**src/rtl/mulberry_bus_arb_rr.sv**
```systemverilog
// Round-robin crossbar arbiter: N masters -> M slaves (requests), M slaves -> N masters (responses).
// Latency: request grant is combinational; response strobe and error pulses follow one cycle after ack.
// Backpressure: a master holds until its ready; a busy slave only stalls its own masters; unacked slaves hold.
module mulberry_bus_arb_rr #(
    parameter int P_NUM_MASTERS = 4,
    parameter int P_NUM_SLAVES  = 4,
    parameter int P_BUS_DATA_W  = 32,
    parameter int P_MID_W       = $clog2(P_NUM_MASTERS + 1),
    parameter int P_SID_W       = $clog2(P_NUM_SLAVES + 1)
) (
    input  logic                               clk_ir,
    input  logic                               rst_il,
    input  logic [P_NUM_MASTERS*P_SID_W-1:0]   mst_sid_i,
    input  logic [P_NUM_MASTERS*P_BUS_DATA_W-1:0] mst_req_data_i,
    output logic [P_NUM_MASTERS-1:0]           mst_req_rdy_o,
    output logic [P_NUM_MASTERS-1:0]           mst_res_valid_o,
    output logic [P_BUS_DATA_W-1:0]            mst_res_o,
    input  logic [P_NUM_SLAVES-1:0]            slv_busy_i,
    output logic [P_BUS_DATA_W-1:0]            slv_req_data_o,
    output logic [P_NUM_SLAVES*P_MID_W-1:0]    slv_req_mid_o,
    input  logic [P_NUM_SLAVES*P_MID_W-1:0]    slv_rsp_mid_i,
    input  logic [P_NUM_SLAVES*P_BUS_DATA_W-1:0] slv_rsp_data_i,
    output logic [P_NUM_SLAVES-1:0]            slv_rsp_ack_o,
    output logic                               err_sid_o,
    output logic                               err_mid_o
);
    localparam int N    = P_NUM_MASTERS;
    localparam int M    = P_NUM_SLAVES;
    localparam int DW   = P_BUS_DATA_W;
    localparam int RP_W = (N > 1) ? $clog2(N) : 1;
    localparam int SP_W = (M > 1) ? $clog2(M) : 1;

    logic [RP_W-1:0]    req_ptr;
    logic [RP_W-1:0]    gnt_idx;
    logic [RP_W-1:0]    req_cand;
    logic [SP_W-1:0]    rsp_ptr;
    logic [SP_W-1:0]    ack_idx;
    logic [SP_W-1:0]    rsp_cand;
    logic [N-1:0]       req_elig;
    logic [M-1:0]       rsp_pend;
    logic               gnt_found;
    logic               gnt;
    logic               ack_found;
    logic               ack;
    logic               ack_ok;
    logic [P_SID_W-1:0] gnt_sid;
    logic [P_MID_W-1:0] ack_mid;
    logic [DW-1:0]      ack_data;
    int                 req_idx;
    int                 rsp_idx;

    // Invalid SIDs stay eligible so they get granted and flagged instead of stalling.
    always_comb begin
        req_elig = '0;
        for (int i = 0; i < N; i++) begin
            for (int j = 0; j < M; j++) begin
                if (mst_sid_i[i*P_SID_W +: P_SID_W] == P_SID_W'(j + 1) && !slv_busy_i[j])
                    req_elig[i] = 1'b1;
            end
            if (int'(mst_sid_i[i*P_SID_W +: P_SID_W]) > M)
                req_elig[i] = 1'b1;
        end
        gnt_found = 1'b0;
        gnt_idx   = '0;
        req_idx   = 0;
        req_cand  = '0;
        for (int k = 0; k < N; k++) begin
            req_idx = int'(req_ptr) + k;
            if (req_idx >= N)
                req_idx = req_idx - N;
            req_cand = RP_W'(req_idx);
            if (!gnt_found && req_elig[req_cand]) begin
                gnt_found = 1'b1;
                gnt_idx   = req_cand;
            end
        end
        gnt     = gnt_found & rst_il;
        gnt_sid = mst_sid_i[int'(gnt_idx)*P_SID_W +: P_SID_W];
    end

    always_comb begin
        rsp_pend = '0;
        for (int j = 0; j < M; j++)
            rsp_pend[j] = |slv_rsp_mid_i[j*P_MID_W +: P_MID_W];
        ack_found = 1'b0;
        ack_idx   = '0;
        rsp_idx   = 0;
        rsp_cand  = '0;
        for (int k = 0; k < M; k++) begin
            rsp_idx = int'(rsp_ptr) + k;
            if (rsp_idx >= M)
                rsp_idx = rsp_idx - M;
            rsp_cand = SP_W'(rsp_idx);
            if (!ack_found && rsp_pend[rsp_cand]) begin
                ack_found = 1'b1;
                ack_idx   = rsp_cand;
            end
        end
        ack      = ack_found & rst_il;
        ack_mid  = slv_rsp_mid_i[int'(ack_idx)*P_MID_W +: P_MID_W];
        ack_data = slv_rsp_data_i[int'(ack_idx)*DW +: DW];
        ack_ok   = ack && (int'(ack_mid) <= N);
    end

    always_comb begin
        mst_req_rdy_o  = '0;
        slv_req_mid_o  = '0;
        slv_req_data_o = '0;
        slv_rsp_ack_o  = '0;
        if (gnt) begin
            mst_req_rdy_o[gnt_idx] = 1'b1;
            slv_req_data_o         = mst_req_data_i[int'(gnt_idx)*DW +: DW];
            for (int j = 0; j < M; j++) begin
                if (gnt_sid == P_SID_W'(j + 1))
                    slv_req_mid_o[j*P_MID_W +: P_MID_W] = P_MID_W'(gnt_idx) + P_MID_W'(1);
            end
        end
        if (ack)
            slv_rsp_ack_o[ack_idx] = 1'b1;
    end

    always_ff @(posedge clk_ir) begin
        if (!rst_il) begin
            req_ptr         <= '0;
            rsp_ptr         <= '0;
            mst_res_valid_o <= '0;
            mst_res_o       <= '0;
            err_sid_o       <= 1'b0;
            err_mid_o       <= 1'b0;
        end else begin
            err_sid_o <= gnt && (int'(gnt_sid) > M);
            err_mid_o <= ack && !ack_ok;
            for (int i = 0; i < N; i++)
                mst_res_valid_o[i] <= ack_ok && (ack_mid == P_MID_W'(i + 1));
            if (ack_ok)
                mst_res_o <= ack_data;
            if (gnt)
                req_ptr <= (int'(gnt_idx) == N - 1) ? '0 : gnt_idx + 1'b1;
            if (ack)
                rsp_ptr <= (int'(ack_idx) == M - 1) ? '0 : ack_idx + 1'b1;
        end
    end
endmodule

```
**config.mk**
```make
export PLATFORM = sky130hd
export DESIGN_NAME = mulberry_bus_arb_rr
export DESIGN_NICKNAME = d
export VERILOG_FILES = /design/src/rtl/mulberry_bus_arb_rr.sv
export SDC_FILE = /design/constraint.sdc
export NUM_CORES = 1
export LEC_CHECK = 0
export ABC_AREA = 1
export ABC_CLOCK_PERIOD_IN_PS = 6700
export CORE_AREA = 5 5 144 146
export DETAILED_ROUTE_END_ITERATION = 8
export DIE_AREA = 0 0 149 151
export SYNTH_ARGS = -nofsm -noshare
export SYNTH_HDL_FRONTEND = slang
export SYNTH_SLANG_ARGS = --single-unit
```
**constraint.sdc**
```tcl
create_clock -name clk_ir -period 6.7 [get_ports clk_ir]
set_input_delay 0.67 -clock clk_ir [delete_from_list [all_inputs] [get_ports clk_ir]]
set_output_delay 0.67 -clock clk_ir [all_outputs]
set_load 0.01 [all_outputs]
```
==> impl_metrics.yaml, run 1 <==
floorplan:
  start_util_pct: 26.2
  io_pins: 376
  die-width_um: 149
  die-area_mm2: 0.0225
  rows: 51
  design.core.area_mm2: 0.0193
  die_h_um: 151
timing:
  finalClockSkew_ns: 0.00865
  rsz0062_at_grt: "false"
  max_freq_ghz: 0.197
  fin_setup_tns_ns: 0
  finalHoldViolCount: 0
  min_period_ns: 5.07
  fin_crit_sh_pct: 75.7
  setup_viol: 0
  worst_pin_slew_ns: 1.14
  maxSlewViolCount: 0
  slew_headroom_pct: 24.0
power_and_ir_drop:
  leakage_nw: 3.97
  power_density_mw_per_mm2: 477
  peakVddDrop_v: 0.000287
cts:
  clock-sinks: 42
  cts_root_buf: "clkbuf_16"
  insertion_delay_ns: 0.29
  clockBufferDepth: 2
  cts_tree: "built"
  holdBufCountCts: 0
  clk_pin_slew_ns: 0.07
  htree_levels: 2
  post_cts_buffers: 0
  cts_made_buffers: 5
  post_cts_resized: 0
global_route:
  grt_pass1_vias: 6973
  grt_max_degree: 107
  grtUsageTotal_pct: 21.0
  grt.overflow.total: 0
  grt_pass1_wl_um: 37700
  antenna_found_initial: 2
setup_path:
  end_kind: "output port"
  cp_data_arrival_time_ns: 4.40
  cp-start-kind: "input pin"
  reg2reg_slack_ns: 2.96
  path_max_fanout: 69
  cp.required_ns: 6.03
  path_class: "in2out"
synth:
  synth_nets: 1240
  yosys.area.top_type: "nand2_1"
  synth_top_flop_cell: "dfxtp_1"
  synth-seq-cells: 42
  netlist_area_mm2: 0.00505
  synth_edf_count: 0
  netlist_instances: 946
  ys_warn_count: 0
  synth_area_per_cell_um2: 5.34
  synthMostInstantiatedCell: "nand2_1"
  ys_async_sr_fraction_pct: 0
  netlist.area_leader.share_pct: 19.8
  synth_area_leaders: "nand2_1 20%, dfxtp_1 17%, nand3_1 12%, a21oi_1 9.7%, inv_1 8.2%"
  ys_seq_area_share_pct: 16.7
  netlist_top_cells_count: "267 x nand2_1, 122 x nand3_1, 110 x inv_1"
  yosysUniqueCellTypes: 33
finish:
  drive_gt1_share_pct: 2.91
  fin_nets: 1566
  area_growth_pct: 78.6
  fin_cells: 1540
  nFillCells: 2085
placement:
  dp.cells: 1530
  port-buffer-count: 375
  place_congestion: 0.845
  hpwl_um: 20200
detailed_routing:
  wl_per_cell_um: 16.4
  routed_via_density: 4.67
  dr.pass1.iters: 5
  postRouteAntennaNets: 0
  drt_iter0_drc: 271
  drt_wl_total_um: 25300
  met1Wirelength_um: 9230
  remaining_drc_errors: 0
  vias: 7195
  top_layer: "met4"
  wl_met3_um: 2670
  met2WireLength_um: 12700
job:
  maxCapViolCount: 0
status:
  status: "finished clean"
worst_hold_path:
  hold_path.class: "reg2reg"
stage by stage:
step | util [%] | hold slack [ns] | area (um2) | power, W | setup slack [ns]
floorplan | - | 0.519 | 5050 | 0.00285 | 3.23
global placement | 46.0 | 0.459 | 8860 | 0.00411 | 1.67
detailed placement | 46.0 | 0.467 | 8860 | 0.00410 | 1.69
CTS | 46.8 | 0.485 | 9020 | 0.00437 | 1.65
global route | 46.8 | 0.506 | 9020 | 0.00481 | 1.09
finish | 46.8 | 0.479 | 9020 | 0.00431 | 1.63
placed cells by master (no fill, tap or decap), types with 2 or more instances in the layout:
cell,n
clkdlybuf4s50_1,375
nor2_4,2
diode_2,2
nand3_1,122
clkbuf_16,5
o21ai_1,2
buf_4,9
nand4_1,11
a21oi_1,98
ha_1,8
nand2_1,267
inv_2,3
xnor2_1,2
dfxtp_1,42
o31ai_1,2
inv_1,109
o211ai_1,32
nor3_1,6
nand2_2,4
nand3_2,3
o21ai_0,64
nor2_1,93
worst paths after layout:
path,start,endpoint,cells after the start
hold / removal,mst_res_o[10],mst_res_o[10],2
setup reg to reg,rsp_ptr[0],mst_res_o[17],17
hold reg to reg,mst_res_o[10],mst_res_o[10],2
setup / recovery,mst_sid_i[10],slv_req_mid_o[10],18
logic make-up (layout without fill, tap and decap cells):
logic type / count (synthesis) / count (layout) / share of synthesized area (%)
other cells: 0 / 2 / 0
compound gates: 204 / 204 / 22.4
buf+inv: 179 / 506 / 15.7
flops: 42 / 42 / 16.7
xor+xnor: 3 / 3 / 0.669
fa+ha+maj: 8 / 8 / 1.98
simple gates: 510 / 510 / 42.7
layer usage:
layer	GRT usage (%)	vias to the layer above
li1	-	3723
met1	21.9	3166
met2	39.5	282
met3	7.45	24
met4	6.27	0
met5	0	-
worst max-delay path, cell delays in order:
cell and delay (ns):
clkdlybuf4s50_1 0.50, inv_1 0.08, nand2_1 0.06, nand3_1 0.09
nand3_1 0.14, nand2_1 0.11, nand3_1 0.10, nand2_1 0.11
nand2_1 0.13, nand3_1 0.08, nand3_1 0.07, nand2_1 0.16
inv_2 0.87, nand3_1 0.14, nand2_1 0.23, nand3_1 0.17
nor2_1 0.12, clkdlybuf4s50_1 0.55
power breakdown:
group	total [W]	switching [W]	leakage, nW	internal (W)
clock network	0.000254	0.000106	0.0729	0.000148
registers	0.000457	0.0000784	0.347	0.000379
logic	0.00360	0.00217	3.55	0.00143
total	0.00431	0.00236	3.97	0.00195
cell type report:
cell class	count	area, um2	area share [%]
clock inverters	2	12.5	0.139
multi-input cells	725	3440	38.1
flip-flops and latches	42	841	9.32
inverters	114	430	4.77
repair buffers	384	3820	42.4
diodes	2	5.00	0.0555
clock buffers	6	139	1.54
well taps	265	332	3.68
flip-flops by register name, summed over array words and instances, names as in the netlist:
name	count
rsp_ptr	2
mst_res_valid_o	4
err_sid_o	1
mst_res_o	32
err_mid_o	1
req_ptr	2
Power figures use the tool's default switching activity.
==> run 2, diff against run 1 <==
ABC_CLOCK_PERIOD_IN_PS = 4900   (was 6700)
CORE_AREA = 5 5 142 144   (was 5 5 144 146)
DIE_AREA = 0 0 147 149   (was 0 0 149 151)
PLACE_DENSITY = 0.66   (was default)
clock period = 4.9 ns   (was 6.7 ns; I/O delays follow)
==> impl_metrics.yaml, run 2 (synthesis gave the netlist of run 1 again) <==
status:
  status: "finished clean"
global_route:
  grtUsageTotal_pct: 20.8
  antenna_found_initial: 3
  grt_max_degree: 67
  grt.overflow.total: 0
  grt_pass1_wl_um: 37000
  grt_pass1_vias: 6903
setup_path:
  r2r_end: "mst_res_o[16]"
  path_max_fanout: 19
  rr_worst_depth: 16
  path_class: "in2out"
  cp-start-kind: "input pin"
  cp_cell_sequence: "clkdlybuf4s50_1 > nand2_1 > nand3_1 > nand3_1 > nand2_1 > nand2_1 > o21ai_1 > nand4_2 > nand3_2 > buf_4 > nand2_1 > nand3_1 > nand2_1 > nor2_1 > nand2_1 > nor2_1 > clkdlybuf4s50_1"
  slowest_delay_ns: 0.55
  r2r_start: "rsp_ptr[0]"
  cp_common_cell: "nand2_1"
  cp_data_arrival_time_ns: 3.76
  critPathSlowestCell: "clkdlybuf4s50_1"
  reg2reg_slack_ns: 1.51
  crit_buf_inv: 3
  cp.required_ns: 4.41
  end_kind: "output port"
  worst_path_dominant_cell_family: "simple AND/OR/NAND/NOR gates"
worst_hold_path:
  whs_path_depth: 2
  hold_start: "mst_res_o[8]"
  hold_path.class: "reg2reg"
  hold_end: "mst_res_o[8]"
placement:
  hpwl_um: 19700
  place_congestion: 0.921
  port-buffer-count: 375
timing:
  fin_crit_sh_pct: 86.7
  max_freq_ghz: 0.235
  finalClockSkew_ns: 0.00604
  rsz0062_at_grt: "false"
  finalHoldViolCount: 0
  min_period_ns: 4.25
  slew_headroom_pct: 31.3
  maxSlewViolCount: 0
  fin_setup_tns_ns: 0
  worst_pin_slew_ns: 1.03
  setup_viol: 0
job:
  maxCapViolCount: 0
detailed_routing:
  wl_per_cell_um: 16.2
  vias: 7293
  drt_iter0_drc: 312
  remaining_drc_errors: 0
  drt_wl_total_um: 24500
  routed_via_density: 4.81
  dr.pass1.iters: 6
  postRouteAntennaNets: 0
cts:
  insertion_delay_ns: 0.29
  cts_made_buffers: 5
  post_cts_buffers: 0
  htree_levels: 2
  clk_pin_slew_ns: 0.07
  clockBufferDepth: 2
  holdBufCountCts: 0
  post_cts_resized: 0
  clock-sinks: 42
  cts_root_buf: "clkbuf_16"
  cts_tree: "built"
floorplan:
  die-width_um: 147
  rows: 50
  die_h_um: 149
  design.core.area_mm2: 0.0186
  die-area_mm2: 0.0219
  io_pins: 376
  start_util_pct: 27.2
finish:
  nFillCells: 1982
  final_cell_mix: "375 x clkdlybuf4s50_1, 267 x nand2_1, 122 x nand3_1"
  largest_register: "mst_res_o"
  drive_gt1_share_pct: 3.21
  area_growth_pct: 79.5
  layout_commonest_cell: "clkdlybuf4s50_1"
  largest_reg_flops: 32
  fin_nets: 1571
  fin_util_pct: 48.8
  reg_top3: "mst_res_o x32, mst_res_valid_o x4"
power_and_ir_drop:
  power_density_mw_per_mm2: 663
  peakVddDrop_v: 0.000397
  leakage_nw: 4.01
[run 2: changes by cell type in the layout (fill, tap and decap cells not counted)]
cell | before | now
bufinv_16 | 0 | 1
clkbuf_1 | 0 | 1
clkinv_2 | 1 | 0
buf_4 | 9 | 12
clkbuf_8 | 1 | 0
diode_2 | 2 | 3
buf_12 | 0 | 2
[run 2: layout make-up]
| cell class | instances | area, um2 | share of cell area [%] |
|---|---|---|---|
| tap | 234 | 293 | 3.23 |
| multi-input combinational | 725 | 3440 | 38.0 |
| clock inverter | 2 | 37.5 | 0.414 |
| timing repair buffer | 389 | 3880 | 42.9 |
| inverter | 114 | 430 | 4.75 |
| clock buffer | 6 | 129 | 1.42 |
| sequential | 42 | 841 | 9.28 |
| antenna | 3 | 7.51 | 0.0828 |
[run 2: worst max-delay path by stage]
stage                              from                  to  slack [ns]  cells past startpoint
after floorplan           mst_sid_i[10]    slv_req_mid_o[4]        1.79                     15
after global placement    slv_busy_i[2]  slv_req_data_o[19]        0.72                     17
after detailed placement   mst_sid_i[1]  slv_req_data_o[23]        0.68                     17
after CTS                  mst_sid_i[1]  slv_req_data_o[23]        0.66                     17
after global routing       mst_sid_i[4]  slv_req_data_o[23]        0.27                     17
final                     slv_busy_i[2]    slv_req_mid_o[2]        0.65                     17
[run 2: tightest hold or removal path, stage by stage, from the launching register on]
cell	delay [ns]
dfxtp_1	0.33
a21oi_1	0.04
nor2_1	0.08
[run 2: power breakdown]
part / total, W / internal, W / switching, W
clock: 0.000381 / 0.000241 / 0.000141
sequential: 0.000626 / 0.000518 / 0.000108
combinational: 0.00500 / 0.00202 / 0.00298
total: 0.00600 / 0.00278 / 0.00323
[run 2: through the flow]
stage | cell area, um2 | hold WS [ns] | power (W) | instances | setup WS [ns]
after floorplan | 5050 | 0.519 | 0.00389 | 946 | 1.79
after global placement | 8890 | 0.461 | 0.00566 | 1504 | 0.719
after detailed placement | 8890 | 0.468 | 0.00567 | 1504 | 0.677
after CTS | 9050 | 0.483 | 0.00608 | 1512 | 0.658
after global routing | 9060 | 0.504 | 0.00666 | 1515 | 0.271
final | 9060 | 0.479 | 0.00600 | 1515 | 0.652
[run 2: metal layers]
| layer | share of wire (%) | up-vias | track usage [%] |
|---|---|---|---|
| met2 | 51 | 318 | 39.2 |
| met5 | 0 | - | 0 |
| met4 | 2.7 | 0 | 6.24 |
| li1 | - | 3738 | - |
| met1 | 37 | 3200 | 22.1 |
| met3 | 9.9 | 37 | 6.75 |
==> run 3, diff against run 2 <==
CORE_AREA = 4 4 145 147   (was 5 5 142 144)
DIE_AREA = 0 0 149 151   (was 0 0 147 149)
PLACE_DENSITY = default   (was 0.66)
==> impl_metrics.yaml, run 3 (synthesis gave the netlist of run 1 again) <==
timing:
  finalClockSkew_ns: 0.0110
  hold-worst-slack_ns: 0.480
  worst_pin_slew_ns: 0.693
  rsz0062_at_grt: "false"
  finalHoldViolCount: 0
  fin_setup_tns_ns: 0
  setup_viol: 0
  max_freq_ghz: 0.223
  final.setup.worst_slack_ns: 0.424
  maxSlewViolCount: 0
  min_period_ns: 4.48
  slew_headroom_pct: 53.8
  fin_crit_sh_pct: 91.3
cts:
  post_cts_resized: 0
  clockBufferDepth: 2
  cts_made_buffers: 5
  cts_tree: "built"
  post_cts_buffers: 0
  insertion_delay_ns: 0.29
  clock-sinks: 42
  cts_root_buf: "clkbuf_16"
  clk_pin_slew_ns: 0.06
  holdBufCountCts: 0
  htree_levels: 2
finish:
  drive_gt1_share_pct: 3.44
  reg_top3: "mst_res_o x32, mst_res_valid_o x4"
  fin_nets: 1573
  final_cell_mix: "375 x clkdlybuf4s50_1, 267 x nand2_1, 122 x nand3_1"
  fin_util_pct: 45.8
  area_growth_pct: 80.4
  layout_commonest_cell: "clkdlybuf4s50_1"
  largest_register: "mst_res_o"
  largest_reg_flops: 32
detailed_routing:
  vias: 7218
  routed_via_density: 4.65
  drt_iter0_drc: 297
  remaining_drc_errors: 0
  drt_wl_total_um: 26000
  postRouteAntennaNets: 0
  wl_per_cell_um: 16.8
  dr.pass1.iters: 4
power_and_ir_drop:
  p_seq_share_pct: 10.3
  combPwrFrac_pct: 84.1
  leakage_nw: 4.01
  internal_power_w: 0.00276
  peakVddDrop_v: 0.000466
  sw_frac_of_total_pct: 54.8
  p_switching_w: 0.00335
  power_density_mw_per_mm2: 670
  clock_power_share_pct: 5.6
floorplan:
  io_pins: 376
  die-area_mm2: 0.0225
  die-width_um: 149
  start_util_pct: 25.4
  rows: 52
  design.core.area_mm2: 0.0199
  die_h_um: 151
setup_path:
  critPathSlowestCell: "clkdlybuf4s50_1"
  r2r_start: "rsp_ptr[0]"
  cp_cell_sequence: "clkdlybuf4s50_1 > inv_1 > nand2_1 > nand3_1 > nand3_1 > nand2_1 > nand3_1 > nand2_1 > nand2_1 > nand3_1 > nand3_2 > inv_2 > buf_4 > nand2_1 > nand3_1 > nand2_1 > a21oi_1 > clkdlybuf4s50_1"
  slowest_delay_ns: 0.60
  path_class: "in2out"
  cp_data_arrival_time_ns: 3.99
  r2r_end: "mst_res_o[19]"
  reg2reg_slack_ns: 1.56
  cp_common_cell: "nand2_1"
  end_kind: "output port"
  rr_worst_depth: 16
  worst_path_dominant_cell_family: "buffers and inverters"
  cp.required_ns: 4.41
  cp-start-kind: "input pin"
  path_max_fanout: 21
  crit_buf_inv: 5
global_route:
  grt.overflow.total: 0
  grt_pass1_vias: 6745
  grtUsageTotal_pct: 21.3
  grt_max_degree: 72
  antenna_found_initial: 2
  grt_pass1_wl_um: 37600
worst_hold_path:
  hold_start: "mst_res_o[9]"
  whs_path_depth: 2
  hold_path.class: "reg2reg"
  hold_end: "mst_res_o[9]"
placement:
  hpwl_um: 20900
  port-buffer-count: 375
  pre_cts_ws_ns: 0.483
  place_congestion: 0.879
status:
  status: "finished clean"
job:
  maxCapViolCount: 0
==> run 3: cell count changes in the layout (fill, tap and decap cells not counted) <==
cell	delta
o21ai_4	+1
diode_2	-1
clkinvlp_4	+1
bufinv_16	-1
clkbuf_1	-1
o21ai_2	-1
buf_4	+2
inv_6	+1
==> run 3: power by group through the flow <==
stage	Combinational, W	Clock, W	Sequential, W
after global placement	0.00518	0	0.000630
after global routing	0.00570	0.000372	0.000650
final	0.00513	0.000343	0.000628
after detailed placement	0.00518	0	0.000635
after CTS	0.00520	0.000354	0.000631
after floorplan	0.00322	0	0.000677
==> run 3: metrics by stage <==
step | area (um2) | std cells | power, W
after global routing | 9110 | 1552 | 0.00673
after detailed placement | 8960 | 1542 | 0.00581
after global placement | 8960 | 1542 | 0.00581
after CTS | 9100 | 1550 | 0.00618
after floorplan | 5050 | 946 | 0.00389
final | 9110 | 1552 | 0.00611
==> run 3: worst register-to-register path: stages, from the launching register on <==
cell,delay [ns]
dfxtp_1,0.59
inv_4,0.09
nand3_1,0.12
nand3_1,0.08
nand2_1,0.14
nand2_1,0.07
nand2_1,0.08
nand2_1,0.15
nand2_4,0.39
buf_4,0.63
nand2_1,0.23
o211ai_1,0.13
o21ai_0,0.22
inv_1,0.11
nand3_1,0.08
nand2_1,0.09
nor2_1,0.04
==> run 3: area by class of cell <==
cell class                 instances  area (um2)
fill                            2189       10800
tap                              270         338
clock buffer                       5         125
sequential                        42         841
inverter                         114         430
clock inverter                     3        23.8
antenna                            2        5.00
multi-input combinational        725        3450
timing repair buffer             391        3900
==> run 3: worst max path at each step <==
stage / startpoint / endpoint / slack, ns / cells past startpoint
final: mst_sid_i[10] / slv_req_data_o[9] / 0.42 / 18
after global routing: mst_sid_i[10] / slv_req_data_o[6] / 0.12 / 18
after CTS: mst_sid_i[10] / slv_req_data_o[6] / 0.48 / 18
after detailed placement: mst_sid_i[10] / slv_req_data_o[6] / 0.48 / 18
after global placement: mst_sid_i[10] / slv_req_data_o[3] / 0.52 / 17
after floorplan: mst_sid_i[10] / slv_req_mid_o[4] / 1.79 / 15
==> run 3: metal layers <==
| layer | global-route usage (%) | up-vias | wire length [um] |
|---|---|---|---|
| met5 | 0 | - | 0 |
| met4 | 5.45 | 0 | 592 |
| met1 | 22.7 | 3141 | 9690 |
| li1 | - | 3743 | - |
| met2 | 40.3 | 304 | 13200 |
| met3 | 6.88 | 30 | 2550 |
